## config.mk

```make
export PLATFORM = sky130hd
export DESIGN_NAME = instruction_fetch
export DESIGN_NICKNAME = d
export VERILOG_FILES = /design/src/rtl/mips_pkg.sv /design/src/rtl/fetch_fifo.sv /design/src/rtl/instruction_fetch.sv
export SDC_FILE = /design/constraint.sdc
export NUM_CORES = 1
export LEC_CHECK = 0
export ABC_AREA = 1
export CORE_MARGIN = 4
export CORE_UTILIZATION = 35
export DETAILED_ROUTE_END_ITERATION = 16
export PLACE_DENSITY = 0.62
export SETUP_SLACK_MARGIN = 0.02
export SYNTH_ARGS = -nofsm -noshare
export SYNTH_HDL_FRONTEND = slang
export SYNTH_SLANG_ARGS = --single-unit
```

## constraint.sdc

```tcl
create_clock -name clk -period 2.5 [get_ports clk]
set_input_delay 0.375 -clock clk [delete_from_list [all_inputs] [get_ports clk]]
set_output_delay 0.375 -clock clk [all_outputs]
set_load 0.02 [all_outputs]
```

## src/rtl/mips_pkg.sv

```systemverilog
// Shared types and constants for the fetch front end: word width, reset PC,
// buffered fetch entry and fetch sequencer states.
package mips_pkg;

    localparam int WORD_W = 32;
    localparam logic [WORD_W-1:0] RESET_PC_DEFAULT = 32'h0000_0000;

    typedef struct packed {
        logic [WORD_W-1:0] instr;
        logic [WORD_W-1:0] pc;
    } fetch_entry_t;

    typedef enum logic [1:0] {
        S_IDLE = 2'd0,
        S_REQ  = 2'd1,
        S_HOLD = 2'd2
    } fetch_state_e;

    function automatic logic [WORD_W-1:0] word_align(input logic [WORD_W-1:0] addr);
        return {addr[WORD_W-1:2], 2'b00};
    endfunction

endpackage

```

## src/rtl/fetch_fifo.sv

```systemverilog
// Small synchronous FIFO of fetched {instr, pc} entries; flush empties it and
// takes priority over a push or pop in the same cycle.
module fetch_fifo
    import mips_pkg::*;
#(
    parameter int DEPTH = 2,
    localparam int CNT_W = $clog2(DEPTH + 1),
    localparam int PTR_W = (DEPTH > 1) ? $clog2(DEPTH) : 1
) (
    input  logic             clk,
    input  logic             rst_n,
    input  logic             push,
    input  fetch_entry_t     push_data,
    input  logic             pop,
    input  logic             flush,
    output fetch_entry_t     head,
    output logic             empty,
    output logic [CNT_W-1:0] count
);

    fetch_entry_t     mem_q [DEPTH];
    fetch_entry_t     mem_d [DEPTH];
    logic [PTR_W-1:0] wr_ptr_q, wr_ptr_d;
    logic [PTR_W-1:0] rd_ptr_q, rd_ptr_d;
    logic [CNT_W-1:0] count_q, count_d;
    logic             full;
    logic             do_push;
    logic             do_pop;

    function automatic logic [PTR_W-1:0] ptr_inc(input logic [PTR_W-1:0] p);
        return (p == PTR_W'(DEPTH - 1)) ? '0 : p + 1'b1;
    endfunction

    assign empty   = (count_q == '0);
    assign full    = (count_q == CNT_W'(DEPTH));
    assign do_pop  = pop & ~empty;
    assign do_push = push & (~full | do_pop);
    assign head    = mem_q[rd_ptr_q];
    assign count   = count_q;

    always_comb begin
        mem_d    = mem_q;
        wr_ptr_d = wr_ptr_q;
        rd_ptr_d = rd_ptr_q;
        count_d  = count_q;
        if (flush) begin
            wr_ptr_d = '0;
            rd_ptr_d = '0;
            count_d  = '0;
        end else begin
            if (do_push) begin
                mem_d[wr_ptr_q] = push_data;
                wr_ptr_d        = ptr_inc(wr_ptr_q);
            end
            if (do_pop) begin
                rd_ptr_d = ptr_inc(rd_ptr_q);
            end
            count_d = count_q + CNT_W'(do_push) - CNT_W'(do_pop);
        end
    end

    // Storage is cleared on reset so the head reads as zero until the first push.
    always_ff @(posedge clk or negedge rst_n) begin
        if (!rst_n) begin
            for (int i = 0; i < DEPTH; i++) begin
                mem_q[i] <= '0;
            end
            wr_ptr_q <= '0;
            rd_ptr_q <= '0;
            count_q  <= '0;
        end else begin
            mem_q    <= mem_d;
            wr_ptr_q <= wr_ptr_d;
            rd_ptr_q <= rd_ptr_d;
            count_q  <= count_d;
        end
    end

endmodule

```

## src/rtl/instruction_fetch.sv

```systemverilog
// Fetch stage: PC, credit-limited in-order instruction memory requests, response
// buffering with PC tagging, and redirect flush with discard of in-flight words.
//
//  state  | meaning
//  S_IDLE | one cycle after reset release, no request
//  S_REQ  | imem_req asserted, at least one credit available
//  S_HOLD | no credit left, request withheld
module instruction_fetch
    import mips_pkg::*;
#(
    parameter logic [WORD_W-1:0] RESET_PC   = RESET_PC_DEFAULT,
    parameter int                FIFO_DEPTH = 2
) (
    input  logic              clk,
    input  logic              rst_n,
    output logic              imem_req,
    output logic [WORD_W-1:0] imem_addr,
    input  logic              imem_gnt,
    input  logic              imem_rvalid,
    input  logic [WORD_W-1:0] imem_rdata,
    output logic [WORD_W-1:0] instruction,
    output logic [WORD_W-1:0] pc_out,
    output logic              instr_valid,
    input  logic              instr_ready,
    input  logic              redirect,
    input  logic [WORD_W-1:0] redirect_pc
);

    localparam int CNT_W = $clog2(FIFO_DEPTH + 1);
    localparam int PTR_W = (FIFO_DEPTH > 1) ? $clog2(FIFO_DEPTH) : 1;
    localparam logic [CNT_W-1:0] DEPTH_C = CNT_W'(FIFO_DEPTH);

    fetch_state_e      state_q, state_d;
    logic [WORD_W-1:0] pc_q, pc_d;
    logic [CNT_W-1:0]  inflight_q, inflight_d;
    logic [CNT_W-1:0]  discard_q, discard_d;
    logic [WORD_W-1:0] pcq_q [FIFO_DEPTH];
    logic [WORD_W-1:0] pcq_d [FIFO_DEPTH];
    logic [PTR_W-1:0]  pcq_wr_q, pcq_wr_d;
    logic [PTR_W-1:0]  pcq_rd_q, pcq_rd_d;

    logic              grant;
    logic              resp;
    logic              push;
    logic              pop;
    logic              fifo_empty;
    logic [CNT_W-1:0]  fifo_count;
    logic [CNT_W-1:0]  fifo_count_nxt;
    logic [CNT_W-1:0]  credits_nxt;
    fetch_entry_t      push_entry;
    fetch_entry_t      head;

    function automatic logic [PTR_W-1:0] ptr_inc(input logic [PTR_W-1:0] p);
        return (p == PTR_W'(FIFO_DEPTH - 1)) ? '0 : p + 1'b1;
    endfunction

    assign imem_req  = (state_q == S_REQ);
    assign imem_addr = pc_q;
    assign grant     = imem_req & imem_gnt;
    // Responses with nothing outstanding (e.g. straight after reset) are ignored.
    assign resp      = imem_rvalid & (inflight_q != '0);
    assign push      = resp & (discard_q == '0) & ~redirect;

    assign instr_valid = ~fifo_empty & ~redirect;
    assign pop         = instr_valid & instr_ready;
    assign instruction = head.instr;
    assign pc_out      = head.pc;

    assign push_entry.instr = imem_rdata;
    assign push_entry.pc    = pcq_q[pcq_rd_q];

    fetch_fifo #(
        .DEPTH (FIFO_DEPTH)
    ) u_fifo (
        .clk       (clk),
        .rst_n     (rst_n),
        .push      (push),
        .push_data (push_entry),
        .pop       (pop),
        .flush     (redirect),
        .head      (head),
        .empty     (fifo_empty),
        .count     (fifo_count)
    );

    always_comb begin
        inflight_d = inflight_q + CNT_W'(grant) - CNT_W'(resp);

        discard_d = discard_q;
        if (redirect) begin
            discard_d = inflight_d;
        end else if (resp && (discard_q != '0)) begin
            discard_d = discard_q - 1'b1;
        end

        pc_d = pc_q;
        if (redirect) begin
            pc_d = word_align(redirect_pc);
        end else if (grant) begin
            pc_d = pc_q + 32'd4;
        end

        // PC queue entries live exactly as long as their request is in flight,
        // including requests that will be discarded after a redirect.
        pcq_d    = pcq_q;
        pcq_wr_d = pcq_wr_q;
        pcq_rd_d = pcq_rd_q;
        if (grant) begin
            pcq_d[pcq_wr_q] = pc_q;
            pcq_wr_d        = ptr_inc(pcq_wr_q);
        end
        if (resp) begin
            pcq_rd_d = ptr_inc(pcq_rd_q);
        end

        fifo_count_nxt = redirect ? '0 : (fifo_count + CNT_W'(push) - CNT_W'(pop));
        credits_nxt    = DEPTH_C - fifo_count_nxt - inflight_d;
    end

    // Next state is taken from next-cycle credits so a registered imem_req never
    // asks for a word that would have nowhere to land.
    always_comb begin
        state_d = state_q;
        unique case (state_q)
            S_IDLE:  state_d = (credits_nxt != '0) ? S_REQ : S_HOLD;
            S_REQ:   if (credits_nxt == '0) state_d = S_HOLD;
            S_HOLD:  if (credits_nxt != '0) state_d = S_REQ;
            default: state_d = S_IDLE;
        endcase
    end

    always_ff @(posedge clk or negedge rst_n) begin
        if (!rst_n) begin
            state_q    <= S_IDLE;
            pc_q       <= word_align(RESET_PC);
            inflight_q <= '0;
            discard_q  <= '0;
            for (int i = 0; i < FIFO_DEPTH; i++) begin
                pcq_q[i] <= '0;
            end
            pcq_wr_q   <= '0;
            pcq_rd_q   <= '0;
        end else begin
            state_q    <= state_d;
            pc_q       <= pc_d;
            inflight_q <= inflight_d;
            discard_q  <= discard_d;
            pcq_q      <= pcq_d;
            pcq_wr_q   <= pcq_wr_d;
            pcq_rd_q   <= pcq_rd_d;
        end
    end

endmodule

```

Yosys cells after proc, flatten, opt, wreduce, memory -nomap -nowiden
Index checks and enable logic that the tools add are counted.

cells by class
  eq/ne operators = 5
  add/subtract/negate cells = 14
  magnitude comparators = 6
  bitwise gates (word level) = 16
  multiplexer cells = 30
  reduce and logical (&&, ||, !) cells = 16

operators by type and width
  cell                     count
  $mux W64                 4
  $mux W32                 6
  $bwmux W128              1
  $bwmux W64               1
  $demux W64 S1            1
  $add A32 B3 Y32 const B  1
  $demux W32 S1            1
  $mux W2                  7
  $reduce_bool A2 Y1       7
  $and A1 B1 Y1            8
  $ge A2 B2 Y1 const B     4
  $logic_not A2 Y1         4
  $mux W1                  8
  $not A1 Y2               4
  $add A2 B1 Y2            3
  $pmux W2 S3              1
  $sub A2 B1 Y2            3
  $add A1 B1 Y1 const B    4
  $eq A2 B2 Y1 const B     2
  $lt A2 B1 Y1 const B     2
  $reduce_and A2 Y1        2
  $logic_and A1 B1 Y1      3
  $not A1 Y1               3
  $eq A2 B1 Y1 const B     1
  6 further kinds          6

word-level totals
  register bits = 236
  output and inout port bits = 98
  logic and storage cells = 102

Logic depth before layout (Yosys ltp)
Gate-level depths: netlist of run 1.

  depth in word-level cells = 12
  depth in mapped cells = 16
  gate-level depth less buffers = 16

Modules after synthesis
A second synthesis of run 1 with hierarchy kept.

second synthesis, totals
  cells, all modules = 1,499
  area total of the unflattened synthesis = 12,011.5 µm²

by module, submodules not included
  module             area an instance (µm²)  cells an instance  times used
  fetch_fifo         6,678.9                 810                1
  instruction_fetch  5,332.6                 689                1

Least setup slack after synthesis of run 1
No wires, ideal clock.

  kind = reg-to-reg
  start = reg state_q[1]
  end = reg state_q[0]
  data arrival time = 2.062 ns
  data required time = 2.387 ns
  slack = 0.325 ns
  stages on the path, launching flop included = 14
  setup time = 0.113 ns
  cell sequence = dfrtp_1 nor2_2 nand2_2 ha_1 inv_1 ha_1 inv_1 ha_1 inv_1 nand3_1 nand3_1 nand3_1 nand2_1 inv_1

between the ends
  cells in the longest elaborated chain, start to end = 8

ends and longest elaborated chain
  element                                                 line                                                                          text
  start, declared                                         instruction_fetch.sv:33                                                       fetch_state_e state_q, state_d;
  start signal, assigned                                  instruction_fetch.sv:144                                                      state_q <= state_d;
  $eq A2 B1 Y1 *                                          instruction_fetch.sv:57                                                       assign imem_req = (state_q == S_REQ);
  via imem_req                                            instruction_fetch.sv:16                                                       output logic imem_req,
  $and A1 B1 Y1 *                                         instruction_fetch.sv:59                                                       assign grant = imem_req & imem_gnt;
  $add A2 B1 Y2 *                                         instruction_fetch.sv:87                                                       inflight_d = inflight_q + CNT_W'(grant) - CNT_W'(resp);
  $sub A2 B1 Y2 *                                         instruction_fetch.sv:87
  via inflight_d[0]                                       instruction_fetch.sv:35                                                       logic [CNT_W-1:0] inflight_q, inflight_d;
  $sub A2 B2 Y2 *                                         instruction_fetch.sv:117                                                      credits_nxt = DEPTH_C - fifo_count_nxt - inflight_d;
  $reduce_bool A2 Y1 or $logic_not A2 Y1 (tied branches)  instruction_fetch.sv:125, instruction_fetch.sv:127, instruction_fetch.sv:126
  $mux W2, or another cell as far along                   instruction_fetch.sv:125                                                      S_IDLE: state_d = (credits_nxt != '0) ? S_REQ : S_HOLD;
  $pmux W2 S3 or $reduce_and A2 Y1 (tied branches)        -

The timed path passes the listed nets; every way through them passes the cells marked *.
A chain may end at the register's enable or synchronous reset.

Final worst setup path of run 1
  start = reg u_fifo.rd_ptr_q
  end = out instruction[4]

between the ends
  cells in the longest elaborated chain, start to end = 4

ends and longest elaborated chain
  element                                       line                     text
  start, declared                               fetch_fifo.sv:24         logic [PTR_W-1:0] rd_ptr_q, rd_ptr_d;
  start signal, assigned                        fetch_fifo.sv:74         rd_ptr_q <= rd_ptr_d;
  $not A1 Y2 (implied by the code)              fetch_fifo.sv:38         assign head = mem_q[rd_ptr_q];
  $mux W64 (implied by the code) (3 in series)  fetch_fifo.sv:38
  end, declared                                 instruction_fetch.sv:21  output logic [WORD_W-1:0] instruction,

No other way between the ends. The select of a mux whose other input is x is not followed.

==> out/metrics.cfg, run 1 <==
[yosys]
synth_cell_types = 34
syn_area_per_cell_um2 = 8.358
synth_most_common_cell = nand2_1
synth_area_leader_cell = dfrtp_1
synth_area_mm2 = 0.01097
yosysSeqAreaShare = 0.5153
synth-seq-cells = 226
synthTopCellsByArea = dfrtp_1 52%, nand2_1 16%, o21ai_0 5.5%
synth_edf_count = 0
yosys_warnings = 0
syn_inst = 1313
synth_commonest_cells = 464 x nand2_1, 226 x dfrtp_1, 141 x inv_1
synth_ff_type = dfrtp_1
yosysTopAreaCellShare = 0.5153
async_flop_share = 1.000

[grt]
grt_antenna_before_repair = 0
grt.total_usage = 0.1635
grt_use_met3 = 0.02200
grt-ovfl-total = 0
grt_most_used_layer = met2
met2_usage = 0.2584
grt_max_degree = 72
grt_pass1_wl_um = 45670
grtUsageMet1 = 0.2419
grt_pass1_vias = 8738

[die]
die_w_um = 185.1
start_util = 0.3569
num_rows = 64
die_y_um = 185.1
core_area_mm2 = 0.03075
dieArea_mm2 = 0.03425
num_io_pins = 168

[clock_network]
cts.sinks = 226
cts_tree = built
clock_path_buffers = 3
cts_made_buffers = 25
clk_latency_ns = 0.52
htreeDepth = 1
postCtsSetupRepairBufs = 0
cts_root_buffer = clkbuf_16
clk_pin_slew_ns = 0.05

[placement]
dpl.hpwl_um = 19780
gp_congestion = 0.8407
placedInstanceArea_mm2 = 0.01306
port_buffers = 161

[detailed_routing]
wirelength_um = 28090
drc = 0
avgViaCountPerCell = 4.686
drt_iter0_markers = 530
route.antenna.remaining_nets = 0
wl_per_cell_um = 14.96
vias = 8801
first_pass_iters = 5

[power]
fin_total_pwr_mw = 15.41
ir_worst_vdd_mv = 0.5331
leakage_nw = 6.537
powerDensity_mw_per_mm2 = 1120

[run]
cap_violations = 0

[timing]
fin_skew_ns = 0.02391
relSlewSlack = 0.5433
tightest_slew_ns = 0.6843
setup_violations = 0
finalHoldViolCount = 0
finalCritPeriodShare = 0.9566
hold_slack_ns = 0.4141
rsz0062_at_grt = no
slew_violations = 0
finalSetupTns_ns = 0
max_freq_mhz = 418.1
fin_crit_ns = 2.392

[worst_setup_path]
cp_top_family = buffers and inverters
cpPeakStageDelay_ns = 0.57
cp_max_fo = 42
critPathKind = flip-flop to output pin
cp.required_ns = 2.12
critPathArrivalTime_ns = 2.02
startpoint_type = flip-flop
endpoint_kind = output pin
crit_buf_inv = 2
crit_slowest_cell = clkdlybuf4s50_1
worstPathCellList = buf_12 -> mux2_2 -> clkdlybuf4s50_1

[outcome]
status = finished clean

[cells_and_area]
fill_cells = 3107
multi_input_area_mm2 = 0.004387
fin_nets = 1548
seqCellArea_mm2 = 0.005657
syn_to_final_growth_pct = 25.31
layout-drive-gt1-share = 0.09717
final_cell_area_mm2 = 0.01375
antenna_cells = 0

[worst_hold_path]
hp-class = input port to asynchronous set/reset pin

## final timing paths
check	startpoint	endpoint	slack, ns	depth (start not counted)
hold reg to reg	u_fifo.mem_q[102]$_DFFE_PN0P_	u_fifo.mem_q[102]$_DFFE_PN0P_	0.48	2
setup / recovery	u_fifo.rd_ptr_q$_DFFE_PN0P_	instruction[4]	0.11	3
setup reg to reg	u_fifo.count[1]$_DFF_PN0_	state_q[0]$_DFFE_PN0P_	0.37	16
max in group asynchronous	rst_n	u_fifo.mem_q[37]$_DFFE_PN0P_	1.34	3
hold / removal	rst_n	u_fifo.mem_q[108]$_DFFE_PN0P_	0.41	2
min in group clk	redirect_pc[16]	imem_addr[16]$_DFFE_PN0N_	0.43	3
## state kept, by name, indices dropped and copies added, names as in the netlist
register         count
u_fifo.mem_q       124
pcq_q               60
imem_addr           30
discard_q            2
inflight_q           2
state_q              2
u_fifo.count         2
pcq_rd_q             1
pcq_wr_q             1
u_fifo.rd_ptr_q      1
u_fifo.wr_ptr_q      1
## cell usage in the layout, fill, tap and decap left out, drive strengths merged, types with 38 or more instances in the layout
cell / Yosys / final
clkbuf: 26 / 38
clkdlybuf4s50: 0 / 118
dfrtp: 226 / 226
dlygate4sd2: 0 / 39
inv: 142 / 143
mux2: 48 / 48
nand2: 467 / 467
nand3: 40 / 40
nor2: 63 / 63
o21ai: 194 / 194
## area by class of cell
class / count / share of cell area
sequential: 226 / 0.4113
timing repair buffer: 192 / 0.1417
clock buffer: 38 / 0.05195
inverter: 143 / 0.03903
clock inverter: 2 / 0.001001
tap: 396 / 0.03603
multi-input combinational: 881 / 0.3190
## worst register-to-register path, delay by kind of cell (launching register included)
kind | cells | cell delay, ns
AO/OA/AOI/OAI | 1 | 0.18
adder cells (fa/ha/maj) | 3 | 0.59
buffers and inverters | 5 | 0.30
AND/OR/NAND/NOR | 7 | 0.50
flip-flops | 1 | 0.46
## report_power, final
group | internal, mW | switching [mW]
combinational | 2.57 | 3.62
sequential | 5.05 | 0.819
clock | 1.95 | 1.40
total | 9.57 | 5.84
## what timing repair did
item / 4_1_cts / 5_1_grt
endpoints found under the hold margin: 65 / 0
gates cloned: 0 / 0
hold buffers: 1 / 0
setup endpoints to repair: 40 / 3
gates resized for setup: 40 / 3
## stage by stage
step	setup WS, ns	instances	util
2_1_floorplan	0.3248	1316	-
3_3_place_gp	0.03168	1837	0.4246
3_5_place_dp	-0.02771	1837	0.4246
4_1_cts	0.02543	1878	0.4470
5_1_grt	0.02203	1878	0.4472
6_report	0.1084	1878	0.4472
## routing by layer
| layer | routed length, um | share of wire |
|---|---|---|
| met3 | 1399 | 0.050 |
| met4 | 401 | 0.014 |
| met5 | 0 | 0 |
| met2 | 12840 | 0.46 |
| met1 | 13440 | 0.48 |
## logic make-up after synthesis
group,synth area share
DFF,0.5153
and+or+nand+nor,0.2081
adders and majority gates,0.01026
muxes,0.04925
other,0.0003417
xor gates and xnor gates,0.01437
buffers and inverters,0.08733
AOI/OAI and AO/OA,0.1150
No activity file was read; power rests on OpenSTA's default activity.
==> run 2, diff against run 1 <==
Settings changed: CTS_CLUSTER_DIAMETER from default to 200.
==> results of run 2 <==
The final DEF is identical to that of run 1; final timing and power are the same.
